**config.mk**
```make
export PLATFORM = sky130hd
export DESIGN_NAME = uart_tx_serializer
export DESIGN_NICKNAME = d
export VERILOG_FILES = /design/src/rtl/uart_pkg.sv /design/src/rtl/uart_parity_gen.sv /design/src/rtl/uart_tx_serializer.sv
export SDC_FILE = /design/constraint.sdc
export NUM_CORES = 1
export LEC_CHECK = 0
export BUFFER_PORTS_ARGS = -buffer_cell sky130_fd_sc_hd__buf_4
export CAP_MARGIN = 5
export CORE_ASPECT_RATIO = 1.4
export CORE_UTILIZATION = 40
export CTS_CLUSTER_SIZE = 40
export DETAILED_ROUTE_END_ITERATION = 6
export GPL_TIMING_DRIVEN = 0
export PLACE_DENSITY = 0.71
export SLEW_MARGIN = 30
export SYNTH_ARGS = -nofsm -noshare
export SYNTH_HDL_FRONTEND = slang
export SYNTH_HIERARCHICAL = 1
export SYNTH_SLANG_ARGS = --single-unit
```
**constraint.sdc**
```tcl
create_clock -name clk -period 2.09 [get_ports clk]
set_input_delay 0 -clock clk [delete_from_list [all_inputs] [get_ports clk]]
set_output_delay 0 -clock clk [all_outputs]
set_load 0.05 [all_outputs]
```
**src/rtl/uart_pkg.sv**
```systemverilog
// Shared UART types and constants.
// UART_TX_TWO_STOP_EN selects two stop bits instead of one.
package uart_pkg;

    typedef enum logic [2:0] {
        IDLE   = 3'd0,
        START  = 3'd1,
        DATA   = 3'd2,
        PARITY = 3'd3,
        STOP   = 3'd4
    } uart_state_t;

    localparam logic START_BIT = 1'b0;
    localparam logic STOP_BIT  = 1'b1;

    localparam logic PAR_EVEN = 1'b0;
    localparam logic PAR_ODD  = 1'b1;

`ifdef UART_TX_TWO_STOP_EN
    localparam int NSTOP = 2;
`else
    localparam int NSTOP = 1;
`endif

endpackage

```
**src/rtl/uart_parity_gen.sv**
```systemverilog
// Combinational parity for the latched TX word; forced low when parity is off.
import uart_pkg::*;

module uart_parity_gen #(
    parameter int DATA_WIDTH = 8
) (
    input  logic [DATA_WIDTH-1:0] data,
    input  logic                  enable,
    input  logic                  mode,
    output logic                  parity
);

    always_comb begin
        parity = 1'b0;
        if (enable) begin
            parity = (mode == PAR_ODD) ? ~^data : ^data;
        end
    end

endmodule

```
**src/rtl/uart_tx_serializer.sv**
```systemverilog
// UART transmit framer: start, LSB-first data, optional parity, stop bit(s).
// Define UART_TX_TWO_STOP_EN for two stop bits.
import uart_pkg::*;

module uart_tx_serializer #(
    parameter int DATA_WIDTH = 8,
    parameter int PRESCALE   = 1
) (
    input  logic                  clk,
    input  logic                  rst,
    input  logic                  data_valid,
    input  logic [DATA_WIDTH-1:0] p_data,
    input  logic                  parity_en,
    input  logic                  parity_mode,
    output logic                  tx_out,
    output logic                  busy
);

    localparam int PS_W  = (PRESCALE > 1) ? $clog2(PRESCALE) : 1;
    localparam int BIT_W = $clog2(DATA_WIDTH);
    localparam logic [PS_W-1:0]  LAST_TICK = PS_W'(PRESCALE - 1);
    localparam logic [BIT_W-1:0] LAST_BIT  = BIT_W'(DATA_WIDTH - 1);
    localparam logic [BIT_W-1:0] LAST_STOP = BIT_W'(NSTOP - 1);

    uart_state_t           state;
    uart_state_t           next_state;
    logic [PS_W-1:0]       ps_cnt;
    logic [BIT_W-1:0]      bit_idx;
    logic [DATA_WIDTH-1:0] data_q;
    logic                  pen_q;
    logic                  pmode_q;
    logic                  parity_bit;
    logic                  line_bit;
    logic                  bit_tick;

    uart_parity_gen #(.DATA_WIDTH(DATA_WIDTH)) u_parity (
        .data   (data_q),
        .enable (pen_q),
        .mode   (pmode_q),
        .parity (parity_bit)
    );

    assign bit_tick = (ps_cnt == LAST_TICK);

    always_ff @(posedge clk) begin
        if (rst) begin
            state <= IDLE;
        end else begin
            state <= next_state;
        end
    end

    // bit_idx doubles as the stop-bit counter while in STOP
    always_comb begin
        next_state = state;
        line_bit   = STOP_BIT;
        unique case (state)
            IDLE: begin
                if (data_valid) next_state = START;
            end
            START: begin
                line_bit = START_BIT;
                if (bit_tick) next_state = DATA;
            end
            DATA: begin
                line_bit = data_q[bit_idx];
                if (bit_tick && bit_idx == LAST_BIT) next_state = pen_q ? PARITY : STOP;
            end
            PARITY: begin
                line_bit = parity_bit;
                if (bit_tick) next_state = STOP;
            end
            STOP: begin
                line_bit = STOP_BIT;
                if (bit_tick && bit_idx == LAST_STOP) next_state = IDLE;
            end
            default: next_state = IDLE;
        endcase
    end

    // Outputs are registered copies of the current state's line level, so they lag the state by one clock
    always_ff @(posedge clk) begin
        if (rst) begin
            ps_cnt  <= '0;
            bit_idx <= '0;
            data_q  <= '0;
            pen_q   <= 1'b0;
            pmode_q <= 1'b0;
            tx_out  <= STOP_BIT;
            busy    <= 1'b0;
        end else begin
            tx_out <= line_bit;
            busy   <= (state != IDLE);
            if (state == IDLE && data_valid) begin
                data_q  <= p_data;
                pen_q   <= parity_en;
                pmode_q <= parity_mode;
            end
            if (next_state != state) begin
                ps_cnt  <= '0;
                bit_idx <= '0;
            end else if (state != IDLE) begin
                if (bit_tick) begin
                    ps_cnt  <= '0;
                    bit_idx <= bit_idx + 1'b1;
                end else begin
                    ps_cnt <= ps_cnt + 1'b1;
                end
            end
        end
    end

endmodule
```
==> run metrics <==
via count 791; Max Cap Violations 0; Initial Utilization 0.434; worst hold path class primary input to flop; PortBufs 14; Yosys warning count 6; Detailed Place HPWL 1420 um; number of flops mapped to enable cells by yosys 0; synth-to-layout area growth 29.2%; Pre-antenna DRT Iters 3; Slew Limit Fails 0; final setup fails 0; vias in the first global route 826; Yosys reg bits 18; num rows 20; Num CTS Buffers 3; Final Cycle Share 0.892; vias per inst 5.07; post-route ant nets 0; DRC 0; clk sink count 18; die height 59.8 um; diode count 0; Power Total 0.784 mW; Yosys cell types 31; crit end category flop; worst-skew pair later-pin latency 0.30 ns; Critical Path AT 2.07 ns; DRT iter0 DRCs 7; Die W 43.3 um; RSZ-0062 raised after global routing false; DRT Wirelength 1900 um; RePlAce Congestion 0.748; Tot GR Track Use 0.171; hold-fix buffer count after cts 11; largest net degree at the start of global routing 11; Synth Instances 105; core area 2200 um2; layout cells sized above 1 0.201; Mapped Area 955 um2; sequential cell area fraction in the yosys report 0.377; CTS max path bufs 2; critical path required time 2.29 ns; Worst-Margin Slew 0.562 ns; synthesized area per cell 9.09 um2; Storage cell area 360 um2; Post-synth top flop dfxtp_1; crit path time final 1.86 ns; Die Area 2590 um2; Fin. Hold Viols 0; root buffer cell clkbuf_4; Static Leak 0.525 nW; ys async rst share 0; IO Pins 15; Sum Neg Setup Slack 0 ns; CP Launch Type flop; multi-input logic area 543 um2; Net count, final 151; Worst Skew 0.00138 ns; initial antenna violation count 0; Congestion Overflow GR 0; Post-CTS Resized 0; first-pass GRT wire length 3360 um; Critical Path Fanout Max 3; Mapped Nets 121; CTS tree built; relative slew slack 0.624; Post-CTS Setup Inserts 0; Achievable Freq 0.537 GHz; layout filler cell count 210; Peak VDD IR 0.454 mV; Clk pin slew, worst setup/hold paths 0.11 ns; Routed WL per cell 12.2 um; status finished, final reports clean; CP Class flop to flop; # H-tree levels 1; PD cells 635 nW/um2
## logic make-up (layout without fill, tap and decap cells)
| family | after synthesis | after routing | synth area share |
|---|---|---|---|
| XOR/XNOR | 6 | 6 | 0.0839 |
| AND/OR/NAND/NOR | 45 | 45 | 0.257 |
| buffers and inverters | 9 | 38 | 0.0537 |
| adder cells (fa/ha/maj) | 3 | 3 | 0.0393 |
| flip-flops | 18 | 18 | 0.377 |
| multiplexers | 6 | 6 | 0.0773 |
| AO/OA/AOI/OAI | 18 | 18 | 0.111 |
## final timing paths
kind                          start  slack, ns  cells past startpoint                   end
min reg2reg    pmode_q$_SDFFE_PP0P_       0.48                      2  pmode_q$_SDFFE_PP0P_
max reg2reg  data_q[4]$_SDFFE_PP0P_       0.23                      6     tx_out$_SDFF_PP1_
max          data_q[4]$_SDFFE_PP0P_       0.23                      6     tx_out$_SDFF_PP1_
min                      data_valid       0.02                      3   state[0]$_SDFF_PP0_
## registers in the layout, indices dropped and copies added, names as in the netlist
register	flops
data_q	8
tx_out	1
bit_idx	3
pen_q	1
state	3
busy	1
pmode_q	1
## routing by layer
layer | GRT usage | vias to the layer above | part of all wire
met3 | 0.0332 | 4 | 0.030
met2 | 0.324 | 13 | 0.54
met5 | 0 | - | 0
li1 | - | 415 | -
met1 | 0.178 | 359 | 0.42
met4 | 0.0779 | 0 | 0.014
## metrics by stage
step                      hold slack, ns  instances  area, um2  utilization  worst slack [ns]
final                             0.0175        156       1230        0.560             0.227
after global routing              0.0493        156       1230        0.560             0.172
after CTS                         0.0243        156       1230        0.560             0.215
after detailed placement           0.220        141       1090        0.494             0.242
after global placement             0.209        141       1090        0.494             0.266
after floorplan                   0.0691        105        955            -             0.356
## layout by cell type (no fill, tap or decap), drive strengths merged, types with 2 or more instances in the layout
cell         count
nand2           22
dfxtp           18
buf             18
a21oi           13
dlygate4sd3     11
nor3             5
clkbuf           5
inv              4
mux2i            4
nor2b            3
xnor2            3
or3              3
nor2             3
ha               3
or2              2
and3             2
xnor3            2
## where the power goes
part,internal (mW),switching [mW]
Sequential,0.364,0.0174
Combinational,0.100,0.0806
Clock,0.106,0.115
Total,0.571,0.213
## cell type report
class,count,area share
multi-input combinational,78,0.440
sequential,18,0.292
timing repair buffer,25,0.174
clock buffer,4,0.0294
buffer,5,0.0294
tap,22,0.0223
inverter,4,0.0122
## cells in the mapped netlist (2+ instances only)
master	count	share of area
a21oi_1	13	0.068
and3_1	2	0.013
buf_2	2	0.010
buf_6	2	0.024
dfxtp_1	18	0.38
ha_1	3	0.039
inv_1	4	0.016
mux2i_1	4	0.042
nand2_1	22	0.087
nor2_1	3	0.012
nor2b_1	3	0.020
nor3_1	4	0.021
or2_1	2	0.013
or3_1	3	0.020
xnor2_1	3	0.028
xnor3_1	2	0.047
## worst max-delay path, stage by stage (launching register included)
cell and delay (ns):
dfxtp_1 0.39, xor2_1 0.16, xnor3_1 0.43, mux2i_1 0.13, and3_1 0.17, or3_1 0.30, a31o_1 0.19
No activity file was read; power rests on OpenSTA's default activity.
